### src/rtl/if_stage_if.sv
// Instruction-memory fetch port: request/address out, ready/data back.
interface if_stage_if;
    logic        req;
    logic [31:0] addr;
    logic        ready;
    logic [31:0] rdata;

    modport master (output req, output addr, input ready, input rdata);
    modport slave  (input req, input addr, output ready, output rdata);
endinterface

### src/rtl/if_stage.sv
// Instruction-fetch stage: owns the PC, fetches words, predecodes JAL/BRANCH for
// next-PC selection and presents pc/instruction/prediction to IF/ID.
// Optional feature macro: ICACHE_EN adds a direct-mapped one-word-per-line I-cache.
module if_stage #(
    parameter logic [31:0] RESET_PC     = 32'h0,
    parameter int unsigned ICACHE_LINES = 64
) (
    input  logic        clk,
    input  logic        rst,
    input  logic [5:0]  stall_state,
    input  logic        discard,
    input  logic [31:0] discard_target,
    input  logic        pred_taken,
    output logic [31:0] pred_index,
    if_stage_if.master  mem,
    output logic [31:0] if_pc,
    output logic [31:0] if_instruction,
    output logic        if_prediction
);
    localparam logic [6:0] OP_JAL    = 7'b1101111;
    localparam logic [6:0] OP_BRANCH = 7'b1100011;

    typedef enum logic [1:0] {FETCH, DROP, HOLD} state_t;

    // A cache line count that is not a power of 2 cannot be indexed by address bits.
    if (ICACHE_LINES < 2 || (ICACHE_LINES & (ICACHE_LINES - 1)) != 0) begin : g_bad_lines
        $error("if_stage: ICACHE_LINES must be a power of 2 and at least 2");
    end

    state_t      state, state_nx;
    logic [31:0] pc, pc_nx, req_addr, req_addr_nx;
    logic [31:0] buf_pc, buf_instr;
    logic        buf_pred, buf_load;
    logic        fetch_ready, fetch_taken, stall_hold;
    logic [31:0] fetch_data, fetch_next, buf_next, target;
    logic        unused_bits;

    // Next PC for a word at p: taken JAL/BRANCH add their immediate, else fall through.
    function automatic logic [31:0] next_pc_f(input logic [31:0] p, input logic [31:0] i,
                                              input logic taken);
        logic [31:0] j_imm, b_imm;
        j_imm = {{12{i[31]}}, i[19:12], i[20], i[30:21], 1'b0};
        b_imm = {{20{i[31]}}, i[7], i[30:25], i[11:8], 1'b0};
        if (taken && i[6:0] == OP_JAL)    return p + j_imm;
        if (taken && i[6:0] == OP_BRANCH) return p + b_imm;
        return p + 32'd4;
    endfunction

    assign stall_hold  = stall_state[2];
    assign target      = {discard_target[31:2], 2'b00};
    assign pred_index  = req_addr;
    assign mem.addr    = req_addr;
    assign unused_bits = ^{stall_state[5:3], stall_state[1:0], discard_target[1:0]};

`ifdef ICACHE_EN
    localparam int unsigned IDX_W = $clog2(ICACHE_LINES);
    localparam int unsigned TAG_W = 30 - IDX_W;

    logic [31:0]       c_data [ICACHE_LINES];
    logic [TAG_W-1:0]  c_tag  [ICACHE_LINES];
    logic [ICACHE_LINES-1:0] c_valid;
    logic [IDX_W-1:0]  idx;
    logic [TAG_W-1:0]  tag;
    logic              hit, fill;

    assign idx  = req_addr[2 +: IDX_W];
    assign tag  = req_addr[31 -: TAG_W];
    assign hit  = (state == FETCH) && c_valid[idx] && (c_tag[idx] == tag);
    assign fill = mem.req && mem.ready;

    assign mem.req     = (state == DROP) || ((state == FETCH) && !hit);
    assign fetch_ready = (state == FETCH) && (hit || mem.ready);
    assign fetch_data  = hit ? c_data[idx] : mem.rdata;

    // Valid bits only clear on reset; every completed memory read fills its line.
    always_ff @(posedge clk or negedge rst) begin
        if (!rst) begin
            c_valid <= '0;
        end else if (fill) begin
            c_valid[idx] <= 1'b1;
        end
    end

    // Line storage needs no reset: valid gates every use.
    always_ff @(posedge clk) begin
        if (fill) begin
            c_data[idx] <= mem.rdata;
            c_tag[idx]  <= tag;
        end
    end
`else
    assign mem.req     = (state != HOLD);
    assign fetch_ready = (state == FETCH) && mem.ready;
    assign fetch_data  = mem.rdata;
`endif

    assign fetch_taken = (fetch_data[6:0] == OP_JAL) ||
                         ((fetch_data[6:0] == OP_BRANCH) && pred_taken);
    assign fetch_next  = next_pc_f(pc, fetch_data, fetch_taken);
    assign buf_next    = next_pc_f(buf_pc, buf_instr, buf_pred);

    // State, PC and IF/ID holding buffer.
    always_ff @(posedge clk or negedge rst) begin
        if (!rst) begin
            state     <= FETCH;
            pc        <= RESET_PC;
            req_addr  <= RESET_PC;
            buf_pc    <= '0;
            buf_instr <= '0;
            buf_pred  <= 1'b0;
        end else begin
            state    <= state_nx;
            pc       <= pc_nx;
            req_addr <= req_addr_nx;
            if (buf_load) begin
                buf_pc    <= pc;
                buf_instr <= fetch_data;
                buf_pred  <= fetch_taken;
            end
        end
    end

    // Next-state, PC update and combinational delivery to IF/ID.
    always_comb begin
        state_nx       = state;
        pc_nx          = pc;
        req_addr_nx    = req_addr;
        buf_load       = 1'b0;
        if_pc          = pc;
        if_instruction = '0;
        if_prediction  = 1'b0;
        case (state)
            FETCH: begin
                if (fetch_ready && !discard) begin
                    if_instruction = fetch_data;
                    if_prediction  = fetch_taken;
                end
                if (discard) begin
                    pc_nx = target;
                    if (fetch_ready) begin
                        req_addr_nx = target;
                    end else begin
                        state_nx = DROP;
                    end
                end else if (fetch_ready) begin
                    if (stall_hold) begin
                        buf_load = 1'b1;
                        state_nx = HOLD;
                    end else begin
                        pc_nx       = fetch_next;
                        req_addr_nx = fetch_next;
                    end
                end
            end
            DROP: begin
                if (discard) begin
                    pc_nx = target;
                end
                if (mem.ready) begin
                    req_addr_nx = discard ? target : pc;
                    state_nx    = FETCH;
                end
            end
            HOLD: begin
                if_pc          = buf_pc;
                if_instruction = buf_instr;
                if_prediction  = buf_pred;
                if (discard) begin
                    pc_nx       = target;
                    req_addr_nx = target;
                    state_nx    = FETCH;
                end else if (!stall_hold) begin
                    pc_nx       = buf_next;
                    req_addr_nx = buf_next;
                    state_nx    = FETCH;
                end
            end
            default: state_nx = FETCH;
        endcase
    end
endmodule

### src/flat_wrapper.sv
// flat-port wrapper written by rule: the top's interface ports become plain ports
module if_stage_flat 
#(
    parameter logic [31:0] RESET_PC     = 32'h0,
    parameter int unsigned ICACHE_LINES = 64
)
  (clk, rst, stall_state, discard, discard_target, pred_taken, pred_index, if_pc, if_instruction, if_prediction, mem_req, mem_addr, mem_ready, mem_rdata);
  if_stage_if mem_i ();
  input  logic clk;
  input  logic rst;
  input  logic [5:0] stall_state;
  input  logic discard;
  input  logic [31:0] discard_target;
  input  logic pred_taken;
  output logic [31:0] pred_index;
  output logic [31:0] if_pc;
  output logic [31:0] if_instruction;
  output logic if_prediction;
  output wire logic [$bits(mem_i.req)-1:0] mem_req;
  output wire logic [$bits(mem_i.addr)-1:0] mem_addr;
  input wire logic [$bits(mem_i.ready)-1:0] mem_ready;
  input wire logic [$bits(mem_i.rdata)-1:0] mem_rdata;
  assign mem_req = mem_i.req;
  assign mem_addr = mem_i.addr;
  assign mem_i.ready = mem_ready;
  assign mem_i.rdata = mem_rdata;
  if_stage #(.RESET_PC(RESET_PC), .ICACHE_LINES(ICACHE_LINES)) u_core (.clk(clk), .rst(rst), .stall_state(stall_state), .discard(discard), .discard_target(discard_target), .pred_taken(pred_taken), .pred_index(pred_index), .mem(mem_i), .if_pc(if_pc), .if_instruction(if_instruction), .if_prediction(if_prediction));
endmodule
### config.mk
export PLATFORM = sky130hd
export DESIGN_NAME = if_stage_flat
export DESIGN_NICKNAME = d
export VERILOG_FILES = /design/src/rtl/if_stage_if.sv /design/src/rtl/if_stage.sv /design/src/flat_wrapper.sv
export SDC_FILE = /design/constraint.sdc
export NUM_CORES = 1
export LEC_CHECK = 0
export CORE_ASPECT_RATIO = 1.75
export CORE_UTILIZATION = 35
export DETAILED_ROUTE_END_ITERATION = 8
export PLACE_DENSITY_LB_ADDON = 0.05
export SETUP_SLACK_MARGIN = 0.4
export SLEW_MARGIN = 20
export SYNTH_ARGS = -nofsm -noshare
export SYNTH_HDL_FRONTEND = slang
export SYNTH_SLANG_ARGS = --single-unit
### constraint.sdc
create_clock -name clk -period 4.5 [get_ports clk]
set_input_delay 0.675 -clock clk [delete_from_list [all_inputs] [get_ports clk]]
set_output_delay 0.675 -clock clk [all_outputs]
set_load 0.05 [all_outputs]
* Yosys cells after proc, flatten, opt, wreduce, memory -nomap -nowiden *
Index checks and enable logic that the tools add are counted.

word-level totals
  input port bits = 75
  flip-flop bits (word level) = 131

operators by class
  reductions and logical operators = 14
  add/sub/neg operators = 6
  mux-type cells = 42
  eq/ne operators = 14

operators with widths
  operator                                                                 number
  32-bit two-way mux                                                       19
  32-bit case mux with 3 select lines                                      2
  32-bit adder                                                             4
  32-bit by 3-bit adder with 32-bit output, second input constant          2
  32-bit case mux with 2 select lines                                      1
  7-bit equality test, second input constant                               4
  2-bit two-way mux                                                        7
  3-bit inequality test, second input constant                             4
  1-bit two-way mux                                                        11
  5-bit AND reduction                                                      2
  1-bit logical AND                                                        7
  2-bit case mux with 3 select lines                                       1
  2-bit inequality test, second input constant                             2
  4-bit AND reduction                                                      1
  3-bit by 2-bit inequality test with 1-bit output, second input constant  1
  3-bit nonzero test                                                       1
  2-bit by 1-bit equality test with 1-bit output, second input constant    1
  2-bit equality test, second input constant                               1
  2-bit logical NOT                                                        1
  2-bit by 1-bit inequality test with 1-bit output, second input constant  1
  1-bit case mux with 2 select lines                                       1
  1-bit logical NOT                                                        1
  1-bit logical OR                                                         1

* Logic depth before layout (Yosys ltp) *
Gate-level depths: netlist (run 1).

  word-level depth = 12
  mapped depth = 13

* Worst setup path before layout (run 1) *
OpenSTA, ideal clock, no wires.

  kind = input to register
  from = in mem_rdata[8]
  to = reg u_core.req_addr[29] (netlist: u_core.mem.addr[29])
  data required time = 4.375 ns
  slack = 1.192 ns
  buffers on the path = 0
  arrival = 3.184 ns
  stages = 13
  cell sequence = ha_1 > inv_1 > fa_1 > nand2b_1 > a21oi_1 > o21ai_4 > a31oi_4 > a31oi_1 > o31ai_1 > mux2i_1 > o221ai_1 > a22o_1 > mux2_2

on the way
  word-level cells in the longest chain between the ends = 8

ends and longest elaborated chain
  what                                 RTL line            RTL
  from (decl)                          flat_wrapper.sv:22  input wire logic [$bits(mem_i.rdata)-1:0] mem_rdata;
  32-bit adder                         if_stage.sv:45      if (taken && i[6:0] == OP_BRANCH) return p + b_imm;
  32-bit two-way mux                   if_stage.sv:45
  32-bit two-way mux                   if_stage.sv:46      return p + 32'd4;
  32-bit two-way mux                   if_stage.sv:45
  32-bit two-way mux                   if_stage.sv:146     if (stall_hold) begin
  32-bit two-way mux                   if_stage.sv:145     end else if (fetch_ready) begin
  32-bit two-way mux                   if_stage.sv:138     if (discard) begin
  32-bit case mux with 3 select lines  if_stage.sv:132     case (state)
  to (signal assigned)                 if_stage.sv:114     req_addr <= req_addr_nx;
  to (decl)                            if_stage.sv:31      logic [31:0] pc, pc_nx, req_addr, req_addr_nx;

No other way between the ends. The select of a mux whose other input is x is not followed.
A chain may end at the register's enable or synchronous reset.

* Worst setup path after layout (run 1) *
  from = reg u_core.buf_instr[26]
  to = reg u_core.req_addr[23] (netlist: u_core.mem.addr[23])

on the way
  word-level cells in the longest chain between the ends = 8

ends and longest elaborated chain
  what                                     RTL line         RTL
  from (decl)                              if_stage.sv:32   logic [31:0] buf_pc, buf_instr;
  from (signal assigned)                   if_stage.sv:117  buf_instr <= fetch_data;
  32-bit adder                             if_stage.sv:44   if (taken && i[6:0] == OP_JAL) return p + j_imm;
  32-bit two-way mux                       if_stage.sv:44
  32-bit two-way mux                       if_stage.sv:45
  32-bit two-way mux                       if_stage.sv:46
  32-bit two-way mux (*)                   if_stage.sv:45
  32-bit two-way mux (*)                   if_stage.sv:172  end else if (!stall_hold) begin
  32-bit two-way mux (*)                   if_stage.sv:168  if (discard) begin
  32-bit case mux with 3 select lines (*)  if_stage.sv:132

Every way passes the cells marked *; elsewhere a longest branch is shown, timed or not. The select of a mux whose other input is x is not followed.

==> results by stage, run 1 <==
Detailed routing:
- Once detail routing completed, the nets flagged for antenna violations numbered 0.
- The routed design has 67.8 mm of wire.
- The wire length per cell after detailed routing is 26.6 um.
- The post-detailed-route via-to-cell ratio is about 6.
- The total DRC errors in the routed layout is 0.
- The number of detailed-routing iterations run before antenna repair is 7.
- After the first detailed-routing iteration, the DRC count stood at 1150.
- The total vias in the final route is 15500.

Floorplanning:
- The die covers between 40000 and 50000 um2.
- The number of top-level pins is slightly above 200.
- The region available for standard cell placement spans 40800 um2.
- The starting density of the core is between 30% and 40%.
- The row count is slightly below 100.
- The die is 271 um tall.
- In this run the horizontal extent of the chip is around 160 um.

Yosys:
- After Yosys synthesis, and, or, nand and nor cells account for ~17% of the synthesized area.
- The Yosys step of the flow raised 0 warnings.
- The flip-flop cell with the highest count after synthesis is dfrtp_1.
- The number of different library cells used by synthesis comes to 90.
- The area share of the largest cell type after synthesis is between 20% and 30%.
- The fraction of the mapped netlist area in adder cells is under 10%.
- The fraction of the mapped netlist area in compound gates is 30.7%.
- The number of enable flip-flop cells after synthesis is 0.
- The async set-reset flop share out of synthesis is 100%.
- After synthesis, the largest family of logic cells by area is compound AO/OA/AOI/OAI gates.
- The synthesized netlist net count is 1999.
- After synthesis, the cell types taking the most area are dfrtp_1 23%, mux2_2 8.0%, ha_1 7.9%.
- Summing every instance area after synthesis gives 14500 um2.
- The most repeated cell in the gate-level netlist after synthesis is nand2_1.
- By count the netlist is led by 203 x nand2_1, 142 x a21oi_1, 131 x dfrtp_1, 130 x nor2_1, 122 x o21ai_0.
- The portion of synthesized area spent on multiplexers is slightly below 9%.
- Sequential elements use a little under a quarter of the synthesized area.
- The flip-flop and latch count after synthesis is between 100 and 150.
- The biggest area consumer among synthesized cells is dfrtp_1.
- Of the total synthesized cell area, the portion taken by XOR and XNOR cells is 6.58%.
- The post-synthesis cell count is about 1800.
- In this run the mean area of a mapped cell was just under 8 um2.

Final layout:
- The share of final-layout standard cells stronger than drive strength 1 is roughly an eighth.
- The filler cell count in the final layout is ~4200.
- Compared with the post-synthesis result, the final layout area differs by 23.1%.
- The number of nets in the layout is around 2200.

STA:
- The worst path setup slack after routing is ~600 ps.
- The clock period could shrink to 3900 ps.
- On the final layout, the worst clock skew is ~14 ps.
- The number of hold violations in the final report is 0.
- In this run the tightest slew margin relative to its limit is a little over a quarter.
- The final clock period utilization by the worst path is between 80% and 90%.
- The worst-margin pin slew is about 1100 ps.
- Static timing analysis puts the maximum clock frequency at approximately 260 MHz.
- The total negative slack for setup checks is 0 ps.
- The max-slew violation count came to 0.
- Setup repair after global routing left no endpoint under its margin.
- The number of setup violations in the final report is 0.

Worst setup path:
- STA puts the critical path data required time at between 4000 and 5000 ps.
- STA classifies the critical path startpoint as a register.
- STA classifies the critical path endpoint as a register.
- The peak fanout along the critical path is 10.
- By startpoint and endpoint, the worst setup path is classified as register to register.
- The setup check on the worst reg-to-reg path leaves a slack of 600 ps.
- STA puts the critical path data arrival time at 4230 ps.

Placed design:
- Once detailed placement completed, the half-perimeter wirelength came to 53.6 mm.
- The count of buffers added on input and output ports is approximately 200.
- The post-placement setup slack is approximately 16 ps.
- Routability-driven placement finished with a final weighted congestion of around 0.98.

Power:
- The highest ir drop seen on vdd is ~0.43 mV.
- The power per cell area is a little under 900 nW/um2.
- The leakage dissipation is just over 7 nW.

Clock network:
- The CTS root buffer is clkbuf_16.
- After clock tree synthesis, the clock-pin slew on the worst setup and hold paths is approximately 70 ps.
- The CTS H-tree depth is 4.
- The number of buffers inserted for hold repair after clock tree synthesis is 0.
- The number of sinks driven by the clock tree is 131.
- No sink is reached through more buffers than the 2 on the longest clock path.
- The clock insertion delay at the later pin of the skew report is between 400 and 500 ps.
- The number of buffers added by the clock tree synthesis step is 17.
- TritonCTS built the clock tree.

Global route:
- The pin count of the biggest net entering global routing is between 70 and 80.
- The overall track demand over capacity in global routing is between 30 and 40%.
- The initial antenna violation count is 1.
- The number of global-route vias before repair is 15100.
- The first-pass GRT wire length is 99.8 mm.
- The aggregate global routing overflow is 0.

Run status:
- The flow ran to the end, and the final reports show no timing, DRC or antenna violations.

Run:
- The number of max-cap violations is 0.

Hold path:
- The class of the most critical hold timing path is primary input to asynchronous set/reset pin.
==> stage by stage <==
step	hold slack (ps)	power, mW	util [%]	instance area, um2	instances
finish	283	15.8	43.7	17800	2549
global route	344	16.7	43.7	17800	2549
CTS	347	15.6	43.6	17800	2548
detailed placement	494	14.1	42.1	17200	2516
global placement	491	14.0	42.1	17200	2516
floorplan	379	10.2	-	14500	1828
==> routing by layer <==
layer | vias up | GRT usage [%] | wire (um)
li1 | 7131 | - | -
met5 | - | 0 | 0
met3 | 126 | 2.92 | 3100
met4 | 0 | 16.2 | 3690
met2 | 565 | 55.4 | 33600
met1 | 7724 | 39.5 | 27400
==> critical path: stages (launching register included) <==
cell and delay [ps]:
dfrtp_1 460, ha_1 470, a211oi_2 300, o211ai_1 210, o2111ai_1 360, nand3b_1 230
a31oi_1 560, a22oi_1 190, mux2i_1 290, a211o_1 230, nand3_1 170, mux2_2 300
==> power breakdown <==
group,switching (mW),internal (mW),leakage [nW],total [mW]
clock,0.611,0.911,0.296,1.52
combinational,7.37,4.24,5.30,11.6
sequential,0.936,1.71,1.63,2.64
==> layout by cell type (no fill, tap or decap), drive strengths merged, types with 13 or more instances in the layout <==
| cell | n |
|---|---|
| xnor2 | 59 |
| a22oi | 15 |
| o21ai | 163 |
| o211ai | 23 |
| nand2b | 14 |
| dfrtp | 131 |
| nor3 | 31 |
| nand2 | 203 |
| ha | 92 |
| nand3 | 47 |
| clkbuf | 22 |
| a22o | 49 |
| o22ai | 13 |
| o21a | 14 |
| a211oi | 37 |
| inv | 36 |
| and3 | 25 |
| nor2 | 130 |
| nand4 | 25 |
| and2 | 13 |
| a21o | 33 |
| o221ai | 15 |
| o21bai | 17 |
| xor2 | 50 |
| mux2 | 104 |
| a31oi | 27 |
| clkdlybuf4s50 | 194 |
| buf | 87 |
| a21oi | 145 |
==> sequential cells by signal, indices dropped and copies added (netlist names) <==
name,flops
u_core.state,2
u_core.pc,32
u_core.buf_pc,32
u_core.buf_pred,1
u_core.mem.addr,32
u_core.buf_instr,32
==> final cells by class <==
cell class | count | area, um2 | share of cell area [%]
multi-input cells | 1517 | 10500 | 58.8
flip-flops and latches | 131 | 3280 | 18.4
repair buffers | 281 | 2630 | 14.8
well taps | 550 | 688 | 3.86
clock buffers | 22 | 474 | 2.66
inverters | 37 | 139 | 0.778
clock inverters | 10 | 130 | 0.729
diodes | 1 | 2.50 | 0.0140
==> path summary, 6_finish.rpt <==
kind                                                   from                         endpoint  cells past startpoint
setup / recovery           u_core.buf_instr[26]$_DFFE_PN0P_  u_core.mem.addr[23]$_DFFE_PN0P_                     11
hold / removal                                          rst    u_core.buf_pc[30]$_DFFE_PN0P_                      1
setup reg to reg           u_core.buf_instr[26]$_DFFE_PN0P_  u_core.mem.addr[23]$_DFFE_PN0P_                     11
hold reg to reg              u_core.mem.addr[1]$_DFFE_PN0P_   u_core.mem.addr[1]$_DFFE_PN0P_                      2
max in group asynchronous                               rst     u_core.buf_pc[7]$_DFFE_PN0P_                      2
min in group clk             u_core.mem.addr[1]$_DFFE_PN0P_   u_core.mem.addr[1]$_DFFE_PN0P_                      2
==> cell families (layout without fill, tap and decap cells) <==
| logic type | Yosys count | after routing |
|---|---|---|
| buf+inv | 180 | 350 |
| fa+ha+maj | 96 | 96 |
| simple gates | 542 | 542 |
| other cells | 0 | 1 |
| compound gates | 657 | 657 |
| mux | 113 | 113 |
| xor+xnor | 109 | 109 |
| flops | 131 | 131 |
==> timing repair <==
action / 4_1_cts / 5_1_grt
resized for setup: 0 / 7
setup endpoints to repair: 0 / 10
buffers inserted: 0 / 0
No activity file was read; power rests on OpenSTA's default activity.
==> run 2, diff against run 1 <==
Settings changed: PLACE_DENSITY from default to 0.56, PLACE_DENSITY_LB_ADDON 0.05 to default.
==> results by stage, run 2 (synthesis results as in run 1) <==
Clock network:
- The worst-case clock buffer depth is 2 (unchanged).
- The clock-pin slew reported for the worst setup and hold paths after clock tree synthesis was 70 ps (about the same).
- The clock tree from TritonCTS is done.
- The number of buffers added by the clock tree synthesis step is 17 (unchanged).
- The number of post-CTS setup repair buffers came to 0 (unchanged).
- The post-cts repair resize count is 0 (unchanged).
- The clock insertion delay at the later pin of the skew report was 460 ps (about the same).
- The CTS root buffer is clkbuf_16.
- The CTS H-tree depth is 4 (unchanged).
- The number of buffers inserted for hold repair after clock tree synthesis is 0 (unchanged).
- The number of sinks driven by the clock tree was 131 (unchanged).

Worst setup path:
- The worst reg2reg path endpoint is u_core.pc[28]$_DFFE_PN0P_.
- The element type at the critical path end is an output pin.
- The internal reg-to-reg setup slack is 640 ps (+40 ps).
- The critical path required time was 3830 ps (-1010 ps).
- The peak fanout along the critical path is 34 (+24).
- The reg-to-reg startpoint is u_core.buf_pc[2]$_DFFE_PN0P_.
- The data arrival time of the critical path is 3330 ps (-900 ps).
- The startpoint type of the worst setup path is a register.
- The cell count of the worst reg-to-reg path came to 11 (unchanged).
- The startpoint-to-endpoint class of the critical path is register to output pin.

STA:
- Setup repair after global routing left no endpoint under its margin.
- The max-slew violation count came to 0 (unchanged).
- The number of hold violations in the final report was 0 (unchanged).
- The worst-margin pin slew is 1090 ps (-11.1 ps).
- The peak clock frequency supported by timing is 250 MHz (-2.7%).
- The final clock period utilization by the worst path is 88.9% (+2.4 points).
- The number of setup violations in the final report is 0 (unchanged).
- The clock skew was 14.2 ps (-0.223 ps).
- The shortest clock period the worst path allows after layout was 4000 ps (+107 ps).
- The total negative slack for setup checks is 0 ps (unchanged).
- The headroom to the max-slew limit is 27.1% (+0.74 points).

Power:
- The highest ir drop seen on vdd is 0.428 mV (-1.1%).
- The leakage dissipation is 7.26 nW (+0.42%).
- The power per cell area is 888 nW/um2 (+0.41%).
- The total power draw was 15.9 mW (+0.57%).

Final layout:
- The fraction of the core area covered by cells at the end of the flow is 43.8% (+0.070 points).
- The library cell used most frequently in the layout, excluding fill and tap cells, is nand2_1.
- The area of all sequential standard cells is 3280 um2 (about the same).
- The top cell types in the final layout, fill and taps aside, are 202 x nand2_1, 194 x clkdlybuf4s50_1, 142 x a21oi_1.
- The number of nets in the layout is 2163 (+0.32%).
- The area occupied by multi-input gates is 10500 um2 (-0.20%).
- The filler cell count in the final layout is 4147 (-1.3%).
- The share of final-layout standard cells stronger than drive strength 1 is 13.5% (+0.15 points).
- The layout-stage area growth over the synthesis result is 23.3%.

Detailed routing:
- The wire length on met2 came to 33.5 mm (-0.37%).
- The number of detailed-routing iterations run before antenna repair was 7 (unchanged).
- The routed length on met1 is 25.4 mm (-7.2%).
- The post-detailed-route via-to-cell ratio came to 6.02 (-1.4%).
- The number of nets with antenna violations after detailed routing is 0 (unchanged).
- The sum of met3 wire segment lengths after detailed routing is 2.96 mm (-4.4%).
- The total DRC errors in the routed layout was 0 (unchanged).
- The wire length after detailed routing came to 66.0 mm (-2.6%).
- The detailed router used layers up to and including met4.
- The wire length per cell after detailed routing was 25.8 um (-2.8%).
- The number of violations reported at the end of detailed-routing iteration 0 was 1146 (-0.35%).
- The total vias in the final route is 15400 (-1.1%).

Placed design:
- The quantity of I/O buffers inserted on ports came to 197 (unchanged).
- The final weighted congestion in routability-driven placement is 0.952 (-2.4%).
- The post-detailed-placement half-perimeter wirelength is 53.0 mm (-1.1%).

Floorplanning:
- The total die area came to 42300 um2 (unchanged).
- The row count is 98 (unchanged).
- The starting density of the core is 35.5% (unchanged).
- The number of top-level pins is 205 (unchanged).
- The area of the core region came to 40800 um2 (unchanged).
- The die outline width is 156 um (unchanged).
- The vertical extent of the die came to 271 um (unchanged).

Global route:
- The aggregate global routing overflow is 0 (unchanged).
- The initial antenna violation count is 0 (-1).
- The pin count of the biggest net entering global routing is 83 (+5.1%).
- The first-pass GRT wire length is 96.9 mm (-2.9%).
- The overall track demand over capacity in global routing is 31.2% (-0.97 points).
- The number of global-route vias before repair is 15100 (+0.17%).

Hold path:
- The class of the most critical hold timing path is primary input to asynchronous set/reset pin.

Run:
- The number of max-cap violations is 0 (unchanged).

Run status:
- The run finished with clean final reports.
==> run 2: cell types whose count changed in the layout (fill, tap and decap cells not counted), sizes merged <==
cell,before,now
buf,87,94
clkbuf,22,17
inv,36,39
bufinv,3,4
clkinv,6,7
==> run 2: layer usage <==
layer | vias to the layer above | track usage [%]
li1 | 7139 | -
met1 | 7484 | 35.9
met2 | 614 | 55.2
met3 | 138 | 2.51
met4 | 0 | 19.4
met5 | - | 0
==> run 2: cell type report <==
cell class / instances / share of cell area [%]
Sequential cell: 131 / 18.3
Timing Repair Buffer: 288 / 14.9
Clock buffer: 17 / 2.38
Tap cell: 550 / 3.85
Antenna cell: 1 / 0.0140
Clock inverter: 15 / 1.13
Multi-Input combinational cell: 1517 / 58.6
Inverter: 37 / 0.777
==> run 2: worst max-delay path by stage <==
stage                                start                         endpoint  slack (ps)  cells after the start
6_report       u_core.state[0]$_DFFE_PN0P_               if_instruction[20]         500                      7
2_1_floorplan                 mem_rdata[8]  u_core.mem.addr[29]$_DFFE_PN0P_        1190                     13
4_1_cts        u_core.state[0]$_DFFE_PN0P_               if_instruction[12]         530                      7
5_1_grt        u_core.state[0]$_DFFE_PN0P_               if_instruction[12]         440                      7
3_3_place_gp                  mem_rdata[8]        u_core.pc[25]$_DFFE_PN0P_         160                     16
3_5_place_dp                  mem_rdata[8]        u_core.pc[25]$_DFFE_PN0P_         120                     16
==> run 2: metrics by stage <==
| stage | setup slack, ps | std cells | instance area, um2 | hold slack [ps] |
|---|---|---|---|---|
| floorplan | 1190 | 1828 | 14500 | 379 |
| global placement | 156 | 2523 | 17200 | 498 |
| detailed placement | 116 | 2523 | 17200 | 506 |
| CTS | 533 | 2555 | 17900 | 321 |
| global route | 438 | 2555 | 17900 | 335 |
| finish | 498 | 2556 | 17900 | 262 |
==> run 2: critical path, cell delays in order (launching register included) <==
cell and delay, ps:
dfrtp_1 400, inv_1 150, ha_1 400, nand2_1 180, nor2_4 100, buf_4 440, a22o_1 320, clkdlybuf4s50_1 850
==> run 2: where the power goes <==
group	total (mW)	switching, mW	internal [mW]
clock network	1.56	0.628	0.931
registers	2.68	0.977	1.71
logic	11.6	7.35	4.27
total	15.9	8.95	6.91
==> run 3, diff against run 2 <==
Settings changed: CELL_PAD_IN_SITES_DETAIL_PLACEMENT from default to 1, CELL_PAD_IN_SITES_GLOBAL_PLACEMENT from default to 1, CORE_UTILIZATION 35 to 40, PLACE_DENSITY 0.56 to 0.8.
==> results by stage, run 3 (synthesis results as in run 1) <==
Global route:
- The aggregate global routing overflow is 0 (unchanged).
- The overall track demand over capacity in global routing came to 37.9% (+6.7 points).
- The initial antenna violation count is 2 (+2).
- The first-pass GRT wire length is 105 mm (+8.1%).
- The number of global-route vias before repair is 16900 (+12%).
- The pin count of the biggest net entering global routing is 132 (+59%).

Clock network:
- TritonCTS built the clock tree.
- The clock-pin slew reported for the worst setup and hold paths after clock tree synthesis was 70 ps (about the same).
- The number of sinks driven by the clock tree is 131 (unchanged).
- The number of buffers inserted for hold repair after clock tree synthesis is 0 (unchanged).
- The CTS root buffer is clkbuf_16.
- The clock insertion delay at the later pin of the skew report is 450 ps (about the same).
- The worst-case clock buffer depth is 2 (unchanged).
- The number of buffers added by the clock tree synthesis step is 17 (unchanged).
- The CTS H-tree depth is 4 (unchanged).

Worst setup path:
- By instance count, the cell type seen most on the critical path is nand2_1.
- The startpoint type of the worst setup path is a register.
- Traced cell by cell, the critical path runs through inv_1 > ha_1 > nand2_1 > nor2_2 > buf_4 > nand2_1 > o21ai_0 > clkdlybuf4s50_1.
- The critical path required time is 3830 ps (about the same).
- The peak fanout along the critical path is 33 (-2.9%).
- The count of buffer and inverter cells on the critical path came to 3 (unchanged).
- The data arrival time of the critical path is 3290 ps (-40 ps).
- The family with the most delay on the worst path is buffers and inverters.
- The largest stage delay on the critical path is 850 ps (about the same).
- The worst setup path is of the register to output pin kind.
- STA classifies the critical path endpoint as an output pin.
- The cell type of the slowest stage on the worst timing path is clkdlybuf4s50_1.

Final layout:
- The post-route non-filler standard cell count is 2464 (-3.6%).
- The share of final-layout standard cells stronger than drive strength 1 is 13.4% (-0.10 points).
- The fraction of the core area covered by cells at the end of the flow came to 50.0% (+6.3 points).
- The filler cell count in the final layout is 4352 (+4.9%).
- The number of nets in the layout is 2157 (-0.28%).
- Leaving out fill and tap cells, the most frequent cell in the layout is nand2_1.
- The area growth from synthesis to layout is 22.6%.
- In the layout the commonest cells are 202 x nand2_1, 194 x clkdlybuf4s50_1, 140 x a21oi_1.
- The cell area after layout came to 17800 um2 (-0.56%).

STA:
- The peak clock frequency supported by timing came to 252 MHz (+0.99%).
- Setup repair after global routing left no endpoint under its margin.
- The number of hold violations in the final report is 0 (unchanged).
- The number of setup violations in the final report is 0 (unchanged).
- The clock skew is 13.2 ps (-1.01 ps).
- The worst path setup slack after routing is 537 ps (+39.0 ps).
- The final clock period utilization by the worst path is 88.1% (-0.87 points).
- The max-slew violation count is 0 (unchanged).
- The shortest clock period the worst path allows after layout is 3960 ps (-39.0 ps).
- The total negative slack for setup checks came to 0 ps (unchanged).
- The post-route worst hold slack is 250 ps (-11.8 ps).
- The headroom to the max-slew limit is 34.9% (+7.9 points).
- The worst-margin pin slew is 973 ps (-121 ps).

Placed design:
- The quantity of I/O buffers inserted on ports is 197 (unchanged).
- The instance area after placement is 17100 um2 (-0.92%).
- The post-detailed-placement half-perimeter wirelength is 55.3 mm (+4.4%).
- The final weighted congestion in routability-driven placement came to 0.961 (+0.92%).
- The number of instances in the placed design is 2429 (-3.7%).
- The post-placement setup slack is 59.5 ps (-56.0 ps).

Run status:
- The run finished with clean final reports.

Detailed routing:
- The wire length after detailed routing came to 70.4 mm (+6.6%).
- The wire length per cell after detailed routing is 28.6 um (+11%).
- The number of violations reported at the end of detailed-routing iteration 0 is 1262 (+10%).
- The total DRC errors in the routed layout is 0 (unchanged).
- The number of nets with antenna violations after detailed routing is 0 (unchanged).
- The post-detailed-route via-to-cell ratio came to 6.61 (+9.9%).
- The total vias in the final route is 16300 (+5.9%).
- The number of detailed-routing iterations run before antenna repair is 6 (-1).

Floorplanning:
- The total die area is 37000 um2 (-12%).
- The die outline width is 146 um (-6.4%).
- The area of the core region was 35500 um2 (-13%).
- The vertical extent of the die is 254 um (-6.4%).
- The starting density of the core was 40.8% (+5.3 points).
- The row count is 91 (-7.1%).
- The number of top-level pins came to 205 (unchanged).

Power:
- The highest ir drop seen on vdd is 0.334 mV (-22%).
- The total power draw is 16.2 mW (+2.3%).
- The power per cell area was 913 nW/um2 (+2.8%).
- The leakage dissipation is 7.24 nW (-0.24%).

Hold path:
- The class of the most critical hold timing path is primary input to asynchronous set/reset pin.

Run:
- The number of max-cap violations came to 0 (unchanged).
## run 3: worst register-to-register path, cell delays in order (launching register included)
cell	delay (ps)
dfrtp_1	570
inv_1	170
fa_1	470
nand2b_1	180
a21oi_1	410
a21o_1	260
a31oi_1	160
o21bai_1	200
a21o_1	150
xor2_1	110
o41ai_1	670
o211a_1	350
o21ai_1	90
## run 3: worst paths after layout
path	startpoint	to	slack (ps)	cells past startpoint
worst max-delay path	u_core.state[0]$_DFFE_PN0P_	if_instruction[9]	540	8
worst min-delay path	rst	u_core.buf_instr[28]$_DFFE_PN0P_	250	2
worst max register to register	u_core.buf_pc[2]$_DFFE_PN0P_	u_core.mem.addr[15]$_DFFE_PN0P_	570	12
worst min register to register	u_core.mem.addr[8]$_DFFE_PN0P_	u_core.mem.addr[8]$_DFFE_PN0P_	530	2
max in group asynchronous	rst	u_core.buf_pc[30]$_DFFE_PN0P_	3550	2
min in group clk	u_core.mem.addr[8]$_DFFE_PN0P_	u_core.mem.addr[8]$_DFFE_PN0P_	530	2
## run 3: cell type report
type	instances	area [um2]	area share [%]
multi-input combinational	1517	10500	59.0
sequential	131	3280	18.4
timing repair buffer	282	2640	14.9
tap	465	582	3.27
clock buffer	18	439	2.47
clock inverter	13	206	1.16
inverter	37	139	0.781
antenna	1	2.50	0.0141
## run 3: power breakdown
group | switching, mW | leakage [nW] | internal (mW) | total, mW
Sequential | 0.995 | 1.63 | 1.71 | 2.70
Combinational | 7.67 | 5.30 | 4.27 | 11.9
Clock | 0.592 | 0.312 | 0.994 | 1.59
## run 3: layer usage
layer	global-route usage [%]	share of wire (%)	wire length [um]	vias to the layer above
met2	66.8	50	35100	676
met3	4.42	5.3	3740	248
met4	27.1	7.7	5440	2
li1	-	-	-	7122
met5	0	0.018	13	-
met1	42.2	37	26100	8234
## run 3: repair_timing
| item | in CTS | in global routing |
|---|---|---|
| setup buffers | 0 | 3 |
| gates resized for setup | 0 | 5 |
| setup endpoints to repair | 0 | 8 |
